`config.mk`:
```
export PLATFORM = sky130hd
export DESIGN_NAME = eth_ingress_arbiter_flat
export DESIGN_NICKNAME = d
export VERILOG_FILES = /design/src/rtl/eth_ingress_arbiter_if.sv /design/src/rtl/eth_ingress_arbiter.sv /design/src/flat_wrapper.sv
export SDC_FILE = /design/constraint.sdc
export NUM_CORES = 1
export LEC_CHECK = 0
export BUFFER_PORTS_ARGS = -buffer_cell sky130_fd_sc_hd__buf_2
export CAP_MARGIN = 20
export CORE_UTILIZATION = 40
export DETAILED_ROUTE_END_ITERATION = 8
export HOLD_SLACK_MARGIN = 0.08
export PLACE_DENSITY = 0.78
export SKIP_LAST_GASP = 1
export SLEW_MARGIN = 25
export SYNTH_ARGS = -nofsm -noshare
export SYNTH_HDL_FRONTEND = slang
export SYNTH_SLANG_ARGS = --single-unit
```
`constraint.sdc`:
```
create_clock -name clk -period 1.7 [get_ports clk]
set_input_delay 0.085 -clock clk [delete_from_list [all_inputs] [get_ports clk]]
set_output_delay 0.085 -clock clk [all_outputs]
set_load 0.01 [all_outputs]
```
`src/rtl/eth_ingress_arbiter_if.sv`:
```
// eth_ingress_arbiter_if
//   Bundles the ingress streams, the egress stream towards the IPv4 handler and
//   the metadata handshake of eth_ingress_arbiter.
//
//   s_tdata      NUM_PORTS*DATA_WIDTH  ingress data, port i at [i*DATA_WIDTH +: DATA_WIDTH]
//   s_tvalid     NUM_PORTS             ingress valid per port
//   s_tlast      NUM_PORTS             ingress end of frame per port
//   s_tready     NUM_PORTS             ingress ready per port (driven by arbiter)
//   m_tdata      DATA_WIDTH            egress data to handler
//   m_tvalid     1                     egress valid
//   m_tready     1                     handler ready
//   h_meta_valid 1                     handler metadata valid
//   h_meta_ready 1                     ready returned to handler
//   meta_valid   1                     metadata valid towards consumer
//   meta_ready   1                     consumer ready
//   meta_port    $clog2(NUM_PORTS)     port owning the metadata
//
//   Modport master is the arbiter side, slave is the surrounding environment.

`ifndef INPUTWIDTH
`define INPUTWIDTH 8
`endif

interface eth_ingress_arbiter_if #(
    parameter int unsigned NUM_PORTS  = 4,
    parameter int unsigned DATA_WIDTH = `INPUTWIDTH
);
    localparam int unsigned PORT_W = $clog2(NUM_PORTS);

    logic [NUM_PORTS*DATA_WIDTH-1:0] s_tdata;
    logic [NUM_PORTS-1:0]            s_tvalid;
    logic [NUM_PORTS-1:0]            s_tlast;
    logic [NUM_PORTS-1:0]            s_tready;
    logic [DATA_WIDTH-1:0]           m_tdata;
    logic                            m_tvalid;
    logic                            m_tready;
    logic                            h_meta_valid;
    logic                            h_meta_ready;
    logic                            meta_valid;
    logic                            meta_ready;
    logic [PORT_W-1:0]               meta_port;

    modport master (
        input  s_tdata,
        input  s_tvalid,
        input  s_tlast,
        output s_tready,
        output m_tdata,
        output m_tvalid,
        input  m_tready,
        input  h_meta_valid,
        output h_meta_ready,
        output meta_valid,
        input  meta_ready,
        output meta_port
    );

    modport slave (
        output s_tdata,
        output s_tvalid,
        output s_tlast,
        input  s_tready,
        input  m_tdata,
        input  m_tvalid,
        output m_tready,
        output h_meta_valid,
        input  h_meta_ready,
        input  meta_valid,
        output meta_ready,
        input  meta_port
    );
endinterface

```
`src/rtl/eth_ingress_arbiter.sv`:
```
// eth_ingress_arbiter
//   Round-robin arbiter that forwards whole frames from NUM_PORTS ingress byte
//   streams to a single IPv4 handler, waits for the handler's per-frame
//   metadata handshake, and drops frames that stall mid-frame for too long.
//
//   clk          in   sole clock, posedge
//   rst          in   synchronous, active-high reset
//   bus          if   eth_ingress_arbiter_if.master (streams + metadata handshake)
//   err_timeout  out  one-cycle pulse when a stalled frame is aborted
//   stat_frames  out  NUM_PORTS x 16-bit completed-frame counts
//   stat_drops   out  16-bit aborted-frame count
//
//   Optional feature: define ETH_ARB_STATS_EN to implement the saturating
//   statistics counters; otherwise stat_frames/stat_drops are tied to zero.

`ifndef INPUTWIDTH
`define INPUTWIDTH 8
`endif

module eth_ingress_arbiter #(
    parameter int unsigned NUM_PORTS     = 4,
    parameter int unsigned DATA_WIDTH    = `INPUTWIDTH,
    parameter int unsigned STALL_TIMEOUT = 1024
) (
    input  logic                   clk,
    input  logic                   rst,
    eth_ingress_arbiter_if.master  bus,
    output logic                   err_timeout,
    output logic [NUM_PORTS*16-1:0] stat_frames,
    output logic [15:0]            stat_drops
);
    localparam int unsigned PORT_W = $clog2(NUM_PORTS);

    typedef enum logic [1:0] {
        S_IDLE,
        S_STREAM,
        S_WAIT_META,
        S_FLUSH
    } state_e;

    state_e            state_r, state_nxt;
    logic [PORT_W-1:0] grant_r, grant_nxt;
    logic [PORT_W-1:0] last_grant_r, last_grant_nxt;
    logic [PORT_W-1:0] rr_pick;
    logic              meta_done_r, meta_done_nxt;
    logic [15:0]       stall_r, stall_nxt;
    logic              err_nxt;
    logic              frame_done;
    logic              drop_evt;
    logic              g_valid;
    logic              g_last;
    logic              beat_acc;
    logic              meta_hs;

    logic [DATA_WIDTH-1:0] port_data [NUM_PORTS];

    for (genvar i = 0; i < NUM_PORTS; i++) begin : g_lane
        assign port_data[i] = bus.s_tdata[i*DATA_WIDTH +: DATA_WIDTH];
    end

    assign g_valid       = bus.s_tvalid[grant_r];
    assign g_last        = bus.s_tlast[grant_r];
    assign bus.meta_port = grant_r;

    // First requester strictly after last_grant_r, wrapping; scanning from the
    // nearest candidate outward keeps the search a simple priority chain.
    always_comb begin
        int unsigned idx;
        logic        found;
        idx     = 0;
        found   = 1'b0;
        rr_pick = last_grant_r;
        for (int unsigned k = 1; k <= NUM_PORTS; k++) begin
            idx = (32'(last_grant_r) + k) % NUM_PORTS;
            if (!found && bus.s_tvalid[PORT_W'(idx)]) begin
                found   = 1'b1;
                rr_pick = PORT_W'(idx);
            end
        end
    end

    always_comb begin
        state_nxt        = state_r;
        grant_nxt        = grant_r;
        last_grant_nxt   = last_grant_r;
        meta_done_nxt    = meta_done_r;
        stall_nxt        = stall_r;
        err_nxt          = 1'b0;
        frame_done       = 1'b0;
        drop_evt         = 1'b0;
        beat_acc         = 1'b0;
        meta_hs          = 1'b0;
        bus.s_tready     = '0;
        bus.m_tdata      = '0;
        bus.m_tvalid     = 1'b0;
        bus.meta_valid   = 1'b0;
        bus.h_meta_ready = 1'b0;

        unique case (state_r)
            S_IDLE: begin
                meta_done_nxt = 1'b0;
                stall_nxt     = '0;
                if (|bus.s_tvalid) begin
                    grant_nxt = rr_pick;
                    state_nxt = S_STREAM;
                end
            end

            S_STREAM: begin
                bus.m_tdata           = port_data[grant_r];
                bus.m_tvalid          = g_valid;
                bus.s_tready[grant_r] = bus.m_tready;
                bus.meta_valid        = bus.h_meta_valid;
                bus.h_meta_ready      = bus.meta_ready;
                beat_acc              = g_valid && bus.m_tready;
                meta_hs               = bus.h_meta_valid && bus.meta_ready;

                if (beat_acc) begin
                    stall_nxt = '0;
                    if (g_last) begin
                        meta_done_nxt = 1'b0;
                        // Metadata already seen (earlier or this very cycle):
                        // the frame is complete, skip S_WAIT_META.
                        if (meta_done_r || meta_hs) begin
                            state_nxt      = S_IDLE;
                            last_grant_nxt = grant_r;
                            frame_done     = 1'b1;
                        end else begin
                            state_nxt = S_WAIT_META;
                        end
                    end else if (meta_hs) begin
                        meta_done_nxt = 1'b1;
                    end
                end else begin
                    if (meta_hs) begin
                        meta_done_nxt = 1'b1;
                    end
                    if (stall_r == 16'(STALL_TIMEOUT - 1)) begin
                        err_nxt       = 1'b1;
                        drop_evt      = 1'b1;
                        meta_done_nxt = 1'b0;
                        stall_nxt     = '0;
                        state_nxt     = S_FLUSH;
                    end else begin
                        stall_nxt = stall_r + 16'd1;
                    end
                end
            end

            S_WAIT_META: begin
                bus.meta_valid   = bus.h_meta_valid;
                bus.h_meta_ready = bus.meta_ready;
                if (bus.h_meta_valid && bus.meta_ready) begin
                    state_nxt      = S_IDLE;
                    last_grant_nxt = grant_r;
                    frame_done     = 1'b1;
                end
            end

            S_FLUSH: begin
                // Drain the aborted frame up to its tlast without forwarding.
                bus.s_tready[grant_r] = 1'b1;
                if (g_valid && g_last) begin
                    state_nxt      = S_IDLE;
                    last_grant_nxt = grant_r;
                end
            end
        endcase
    end

    always_ff @(posedge clk) begin
        if (rst) begin
            state_r      <= S_IDLE;
            grant_r      <= '0;
            last_grant_r <= PORT_W'(NUM_PORTS - 1);
            meta_done_r  <= 1'b0;
            stall_r      <= '0;
            err_timeout  <= 1'b0;
        end else begin
            state_r      <= state_nxt;
            grant_r      <= grant_nxt;
            last_grant_r <= last_grant_nxt;
            meta_done_r  <= meta_done_nxt;
            stall_r      <= stall_nxt;
            err_timeout  <= err_nxt;
        end
    end

`ifdef ETH_ARB_STATS_EN
    logic [15:0] frames_r [NUM_PORTS];
    logic [15:0] drops_r;

    // Saturating counters: hold at 16'hFFFF instead of wrapping.
    always_ff @(posedge clk) begin
        if (rst) begin
            for (int i = 0; i < NUM_PORTS; i++) begin
                frames_r[i] <= '0;
            end
            drops_r <= '0;
        end else begin
            if (frame_done && (frames_r[grant_r] != 16'hFFFF)) begin
                frames_r[grant_r] <= frames_r[grant_r] + 16'd1;
            end
            if (drop_evt && (drops_r != 16'hFFFF)) begin
                drops_r <= drops_r + 16'd1;
            end
        end
    end

    for (genvar i = 0; i < NUM_PORTS; i++) begin : g_stat_pack
        assign stat_frames[i*16 +: 16] = frames_r[i];
    end
    assign stat_drops = drops_r;
`else
    logic unused_stats;
    assign unused_stats = frame_done ^ drop_evt;
    assign stat_frames  = '0;
    assign stat_drops   = '0;
`endif

endmodule
```
`src/flat_wrapper.sv`:
```
// flat-port wrapper written by rule: the top's interface ports become plain ports
module eth_ingress_arbiter_flat 
#(
    parameter int unsigned NUM_PORTS     = 4,
    parameter int unsigned DATA_WIDTH    = `INPUTWIDTH,
    parameter int unsigned STALL_TIMEOUT = 1024
)
  (clk, rst, err_timeout, stat_frames, stat_drops, bus_s_tdata, bus_s_tvalid, bus_s_tlast, bus_s_tready, bus_m_tdata, bus_m_tvalid, bus_m_tready, bus_h_meta_valid, bus_h_meta_ready, bus_meta_valid, bus_meta_ready, bus_meta_port);
  eth_ingress_arbiter_if #(.NUM_PORTS(NUM_PORTS), .DATA_WIDTH(DATA_WIDTH)) bus_i ();
  input  logic clk;
  input  logic rst;
  output logic err_timeout;
  output logic [NUM_PORTS*16-1:0] stat_frames;
  output logic [15:0] stat_drops;
  input wire logic [$bits(bus_i.s_tdata)-1:0] bus_s_tdata;
  input wire logic [$bits(bus_i.s_tvalid)-1:0] bus_s_tvalid;
  input wire logic [$bits(bus_i.s_tlast)-1:0] bus_s_tlast;
  output wire logic [$bits(bus_i.s_tready)-1:0] bus_s_tready;
  output wire logic [$bits(bus_i.m_tdata)-1:0] bus_m_tdata;
  output wire logic [$bits(bus_i.m_tvalid)-1:0] bus_m_tvalid;
  input wire logic [$bits(bus_i.m_tready)-1:0] bus_m_tready;
  input wire logic [$bits(bus_i.h_meta_valid)-1:0] bus_h_meta_valid;
  output wire logic [$bits(bus_i.h_meta_ready)-1:0] bus_h_meta_ready;
  output wire logic [$bits(bus_i.meta_valid)-1:0] bus_meta_valid;
  input wire logic [$bits(bus_i.meta_ready)-1:0] bus_meta_ready;
  output wire logic [$bits(bus_i.meta_port)-1:0] bus_meta_port;
  assign bus_i.s_tdata = bus_s_tdata;
  assign bus_i.s_tvalid = bus_s_tvalid;
  assign bus_i.s_tlast = bus_s_tlast;
  assign bus_s_tready = bus_i.s_tready;
  assign bus_m_tdata = bus_i.m_tdata;
  assign bus_m_tvalid = bus_i.m_tvalid;
  assign bus_i.m_tready = bus_m_tready;
  assign bus_i.h_meta_valid = bus_h_meta_valid;
  assign bus_h_meta_ready = bus_i.h_meta_ready;
  assign bus_meta_valid = bus_i.meta_valid;
  assign bus_i.meta_ready = bus_meta_ready;
  assign bus_meta_port = bus_i.meta_port;
  eth_ingress_arbiter #(.NUM_PORTS(NUM_PORTS), .DATA_WIDTH(DATA_WIDTH), .STALL_TIMEOUT(STALL_TIMEOUT)) u_core (.clk(clk), .rst(rst), .bus(bus_i), .err_timeout(err_timeout), .stat_frames(stat_frames), .stat_drops(stat_drops));
endmodule
```
==> results.ini, run 1 <==
[outcome]
outcome=finished, violations left
violations=negative setup slack

[power_and_ir_drop]
leakage_nw=1.33
switchingPower_w=0.00124
p_int_w=0.00181
seqPwrFrac_pct=24.3
p_comb_share_pct=63.1
p_sw_share_pct=40.7
p_per_area_mw_per_mm2=1100
p_clk_share_pct=12.6
ir_drop_mv=0.592

[floorplan]
num_io_pins=143
die_x_um=79.0
die_h_um=79.0
dieArea_mm2=0.00624
placementRows=27
core_mm2=0.00561
start_util_pct=42.3

[worst_setup_path]
critPathBufInv=2
reg2reg_to=u_core.stall_r[2]$_SDFFE_PP0P_
startpoint=u_core.stall_r[12]$_SDFFE_PP0P_
critPathSlowestCell=or4_4
r2r_setup_slack_ns=-0.04
r2r_cells=7
path_depth=7
crit_family=simple AND/OR/NAND/NOR gates
cp.arrival_ns=1.88
worst-endpoint-required_ns=1.84
worstSetupEndpointType=register
crit_fanout=7
r2r-start=u_core.stall_r[12]$_SDFFE_PP0P_
crit_path_cell_trace=or4_4 > nor3_4 > a21oi_4 > buf_12 > buf_6 > a21oi_2 > a311oi_1
cp_slowest_stage_delay_ns=0.54
endpoint=u_core.stall_r[2]$_SDFFE_PP0P_
crit_path_start_kind=register
worst-setup-path-type=reg -> reg

[global_routing]
antenna_found_initial=0
grt_pass1_vias=1801
grt_pass1_wl_um=7670
grt_max_degree=26
grt_usage_pct=15.2
grt-ovfl-total=0

[logic_synthesis]
synthesis.area_mm2=0.00237
ys.flop_type=dfxtp_1
yosysWarnings=0
synth-edff-count=0
netlist_instances=282
synth_seq_cells=24
synth_cell_type_count=48
synth-seq-area-share_pct=20.3
synth.avg_cell_area_um2=8.41
async_reset_ff_share_pct=0

[sta]
slew_violations=0
min_period_over_period_pct=102
rsz0062_at_grt=true
fmax_ghz=0.576
min_period_ns=1.74
final.setup_skew_ns=0.00722
hold_violations=0
setup_slack_ns=-0.0367
finalSetupViolCount=11

[placement]
gp_congestion=0.893
portBuffers=62
place_ws_ns=-0.0302
dp_hpwl_um=4010

[routing]
vias_per_cell=4.71
drt-initial-drc-count=93
avgRoutedWirePerCell_um=11.6
vias=2053
drt-total-wl_um=5050
drc=0
dr.pass1.iters=4
ant_nets=0

[min_path]
hold_path.class=in -> reg

[clock_network]
cts_tree=built
cts_root_buf=clkbuf_8
cts_max_path_buffers=2
numCtsBuffers=3
path_clk_slew_ns=0.08
insertion_delay_ns=0.27
htreeDepth=1
clock_sinks=24

[run]
cap_violations=0

[final_layout]
register_area_um2=490
syn2layout_area_growth_pct=17.2
nFillCells=534
diodes=0
multi_input_area_mm2=0.00155
drive_gt1_share_pct=34.9
fin_util_pct=49.6
nNetsFinal=415

-- state kept, by name, summed over array words and instances (netlist names) --
register,cells
u_core.bus.meta_port,2
u_core.err_timeout,1
u_core.stall_r,16
u_core.last_grant_r,2
u_core.state_r,2
u_core.meta_done_r,1
-- routing by layer --
layer / up-vias / track usage (%) / share of wire [%]
met5: - / 0 / 0
met4: 0 / 3.82 / 1.1
met3: 8 / 4.14 / 10
met2: 90 / 29.4 / 52
met1: 962 / 15.9 / 37
li1: 993 / - / -
-- power groups by stage --
| stage | Sequential, W | Clock (W) | Combinational [W] |
|---|---|---|---|
| after CTS | 0.000728 | 0.000395 | 0.00179 |
| after global placement | 0.000731 | 0 | 0.00170 |
| final | 0.000742 | 0.000385 | 0.00193 |
| after floorplan | 0.000698 | 0 | 0.00136 |
| after detailed placement | 0.000738 | 0 | 0.00173 |
| after global routing | 0.000756 | 0.000417 | 0.00210 |
-- what timing repair did --
item	4_1_cts	5_1_grt
setup endpoints to repair	21	31
setup buffers	1	0
hold buffers	0	0
resized for setup	7	12
gates cloned	0	1
pin swaps	1	13
-- worst register-to-register path, stage by stage (launching register included) --
cell and delay [ns]:
dfxtp_2 0.32, or4_4 0.54, nor3_4 0.23, a21oi_4 0.11, buf_12 0.15, buf_6 0.12, a21oi_2 0.10, a311oi_1 0.05
-- synthesized netlist by cell type, types with 2 or more instances --
| cell | n | share of area (%) |
|---|---|---|
| nand3_1 | 10 | 2.1 |
| a31oi_1 | 3 | 0.79 |
| a22oi_1 | 2 | 0.63 |
| nand2b_1 | 5 | 1.3 |
| buf_6 | 2 | 0.95 |
| mux4_2 | 10 | 9.5 |
| nor3_1 | 3 | 0.63 |
| inv_1 | 8 | 1.3 |
| mux2i_1 | 5 | 2.1 |
| nand2_1 | 18 | 2.8 |
| nor3_4 | 2 | 1.4 |
| nand4_1 | 2 | 0.53 |
| a21oi_1 | 11 | 2.3 |
| and2_1 | 11 | 2.9 |
| o32ai_1 | 3 | 1.1 |
| ha_1 | 5 | 2.6 |
| o21ai_0 | 4 | 0.84 |
| xor2_1 | 5 | 1.8 |
| a41oi_1 | 3 | 1.1 |
| and3_1 | 2 | 0.53 |
| buf_4 | 81 | 26 |
| dfxtp_1 | 24 | 20 |
| a211oi_1 | 2 | 0.63 |
| nor2_1 | 25 | 4.0 |
| clkbuf_1 | 7 | 1.1 |
| o22ai_1 | 2 | 0.53 |
| nor4_1 | 3 | 0.79 |
| a311oi_1 | 4 | 1.5 |
-- through the flow --
step	hold slack, ns	area (um^2)	instances	TNS [ns]	power [W]
floorplan	0.301	2680	361	-0.00823	0.00206
global placement	0.471	2620	430	0	0.00243
detailed placement	0.484	2620	430	-0.0547	0.00247
CTS	0.203	2700	435	-0.384	0.00291
global route	0.209	2780	436	-2.21	0.00328
finish	0.203	2780	436	-0.165	0.00305
-- how the worst min path moves through the flow --
stage	slack, ns	from	cells past startpoint	end
global route	0.21	bus_meta_ready	3	u_core.meta_done_r$_SDFFE_PP0P_
finish	0.20	bus_meta_ready	3	u_core.meta_done_r$_SDFFE_PP0P_
detailed placement	0.48	u_core.meta_done_r$_SDFFE_PP0P_	2	u_core.meta_done_r$_SDFFE_PP0P_
CTS	0.20	bus_meta_ready	3	u_core.meta_done_r$_SDFFE_PP0P_
global placement	0.47	bus_meta_ready	3	bus_h_meta_ready
floorplan	0.30	bus_meta_ready	2	u_core.meta_done_r$_SDFFE_PP0P_
-- area by class of cell --
| class | count | share of cell area, % |
|---|---|---|
| Sequential cell | 24 | 17.6 |
| Clock buffer | 4 | 1.98 |
| Multi-Input combinational cell | 238 | 55.6 |
| Timing Repair Buffer | 90 | 20.5 |
| Inverter | 8 | 1.08 |
| Tap cell | 72 | 3.24 |
-- cell usage in the layout, fill, tap and decap left out, types with 9 or more instances in the layout --
master    n
mux4_2   10
buf_4    21
dfxtp_1  18
and2_1   11
nor2_1   24
a21oi_1   9
nand3_1  10
buf_2    62
conb_1   80
nand2_1  18
-- logic make-up after synthesis --
family	Yosys count	share of synthesized area [%]
compound gates	42	12.9
xor+xnor	6	2.22
fa+ha+maj	5	2.64
buf+inv	99	29.2
flops	24	20.3
mux	17	13.1
other cells	1	0.158
simple gates	88	19.5
No activity file was read; power rests on OpenSTA's default activity.
==> inputs of run 2 (changes only) <==
- CORE_UTILIZATION: 40 -> 41
- CTS_BUF_LIST: unset -> sky130_fd_sc_hd__clkbuf_2 sky130_fd_sc_hd__clkbuf_4 sky130_fd_sc_hd__clkbuf_8
- PLACE_DENSITY: 0.78 -> 0.8
==> results.ini, run 2 (synthesis gave the netlist of run 1 again) <==
[outcome]
outcome=finished, violations left
violations=negative setup slack

[final_layout]
design_area_mm2=0.00297  ; +6.7%
register_area_um2=490  ; unchanged
syn2layout_area_growth_pct=25.1
nNetsFinal=422  ; +1.7%
multi_input_area_mm2=0.00164  ; +5.9%
nFillCells=499  ; -6.6%
diodes=0  ; unchanged
largest_reg_flops=16  ; unchanged
drive_gt1_share_pct=39.9  ; +5.0 points
regMostFlops=u_core.stall_r
mostFrequentLayoutCells=conb_1 (80), buf_2 (55), nor2_1 (25), buf_4 (25), dfxtp_1 (20)
final_common_cell=conb_1

[global_routing]
grt_pass1_wl_um=7460  ; -2.8%
grt-ovfl-total=0  ; unchanged
antenna_found_initial=0  ; unchanged
grt_max_degree=26  ; unchanged
grt_pass1_vias=1773  ; -1.6%
grt_usage_pct=14.9  ; -0.27 points

[power_and_ir_drop]
leakage_nw=1.39  ; +4.7%
ir_drop_mv=0.623  ; +5.1%
p_per_area_mw_per_mm2=1160  ; +5.5%

[sta]
hold_violations=0  ; unchanged
min_period_ns=1.83  ; +0.0958 ns
min_period_over_period_pct=108  ; +5.6 points
final.setup_skew_ns=0.00753  ; +0.000305 ns
setup_slack_ns=-0.132  ; -0.0958 ns
rsz0062_at_grt=true
fin_tns_setup_ns=-0.995  ; -0.830 ns
finalSetupViolCount=13  ; +2
fmax_ghz=0.546  ; -5.2%
slew_violations=0  ; unchanged

[min_path]
hold_path.class=in -> reg
min_path_cells=3  ; unchanged

[routing]
vias=2133  ; +3.9%
dr.pass1.iters=4  ; unchanged
vias_per_cell=4.81  ; +2.3%
avgRoutedWirePerCell_um=13.1  ; +13%
ant_nets=0  ; unchanged
drc=0  ; unchanged
drt-initial-drc-count=55  ; -41%
drt-total-wl_um=5810  ; +15%

[worst_setup_path]
endpoint=u_core.stall_r[3]$_SDFFE_PP0P_
startpoint=u_core.stall_r[10]$_SDFFE_PP0P_
reg2reg_to=u_core.stall_r[3]$_SDFFE_PP0P_
crit_path_cell_trace=or4_4 > nor3_4 > a21oi_4 > buf_6 > a41oi_2 > nor3_1
r2r_cells=6  ; -1
worstSetupEndpointType=register
cp.arrival_ns=1.98  ; +0.10 ns
crit_fanout=5  ; -2
r2r_setup_slack_ns=-0.13  ; -0.10 ns
worst-setup-path-type=reg -> reg
crit_path_start_kind=register
worst-endpoint-required_ns=1.85  ; about the same
r2r-start=u_core.stall_r[10]$_SDFFE_PP0P_
cp_slowest_stage_delay_ns=0.55  ; about the same
critPathSlowestCell=or4_4

[clock_network]
cts_tree=built
cts_hold_buffers=0  ; unchanged
htreeDepth=1  ; unchanged
insertion_delay_ns=0.27  ; about the same
cts_max_path_buffers=2  ; unchanged
path_clk_slew_ns=0.09  ; about the same
cts_root_buf=clkbuf_8
numCtsBuffers=3  ; unchanged
clock_sinks=24  ; unchanged

[placement]
portBuffers=62  ; unchanged
placed_area_mm2=0.00262  ; -0.19%
place_ws_ns=-0.103  ; -0.0730 ns
dp_hpwl_um=4020  ; +0.19%
gp_congestion=0.830  ; -7.1%

[floorplan]
start_util_pct=42.8  ; +0.52 points
die_x_um=78.1  ; -1.2%
die_h_um=78.1  ; -1.2%
num_io_pins=143  ; unchanged
placementRows=27  ; unchanged
core_mm2=0.00554  ; -1.2%
dieArea_mm2=0.00609  ; -2.4%

[run]
cap_violations=0  ; unchanged

==> run 2: timing repair <==
action | 4_1_cts | 5_1_grt
hold endpoints to repair | 0 | 0
resized for setup | 7 | 43
endpoints found under the setup margin | 21 | 32
buffers inserted | 2 | 4
gates cloned | 1 | 1
pin swaps | 0 | 19
==> run 2: per-layer routing <==
metal / up-vias / GRT usage [%] / routed length, um
met2: 97 / 29.3 / 3240
li1: 1004 / - / -
met5: - / 0 / 0
met4: 0 / 2.59 / 84
met1: 1024 / 15.1 / 2020
met3: 8 / 5.00 / 463
==> run 2: report_power, final <==
part | internal [W] | leakage [nW] | switching, W | total (W)
Sequential | 0.000645 | 0.197 | 0.000104 | 0.000749
Combinational | 0.00120 | 1.16 | 0.00110 | 0.00229
Clock | 0.000207 | 0.0288 | 0.000186 | 0.000393
==> run 2: worst min-delay path by stage <==
stage	startpoint	slack (ns)	endpoint
floorplan	bus_meta_ready	0.30	u_core.meta_done_r$_SDFFE_PP0P_
global placement	bus_meta_ready	0.47	bus_h_meta_ready
detailed placement	bus_h_meta_valid	0.48	bus_meta_valid
CTS	bus_meta_ready	0.19	u_core.meta_done_r$_SDFFE_PP0P_
global route	bus_meta_ready	0.21	u_core.meta_done_r$_SDFFE_PP0P_
finish	bus_meta_ready	0.19	u_core.meta_done_r$_SDFFE_PP0P_
==> run 2: area by class of cell <==
class / count / share of cell area [%]
clock buffers: 4 / 1.86
inverters: 8 / 1.01
multi-input cells: 239 / 55.2
flip-flops and latches: 24 / 16.5
well taps: 72 / 3.04
repair buffers: 96 / 22.4
==> run 2: worst max-delay path, delay by kind of cell (launching register included) <==
family                 cells  cell delay [ns]
and+or+nand+nor            3             0.90
DFF                        1             0.33
AOI/OAI and AO/OA          2             0.33
buffers and inverters      1             0.15
==> run 2: through the flow <==
stage	util, %	instances	power (W)	hold WS [ns]
2_1_floorplan	-	361	0.00206	0.301
5_1_grt	53.5	443	0.00364	0.205
3_5_place_dp	47.2	431	0.00245	0.478
4_1_cts	49.1	438	0.00293	0.192
6_report	53.5	443	0.00344	0.187
3_3_place_gp	47.2	431	0.00240	0.470
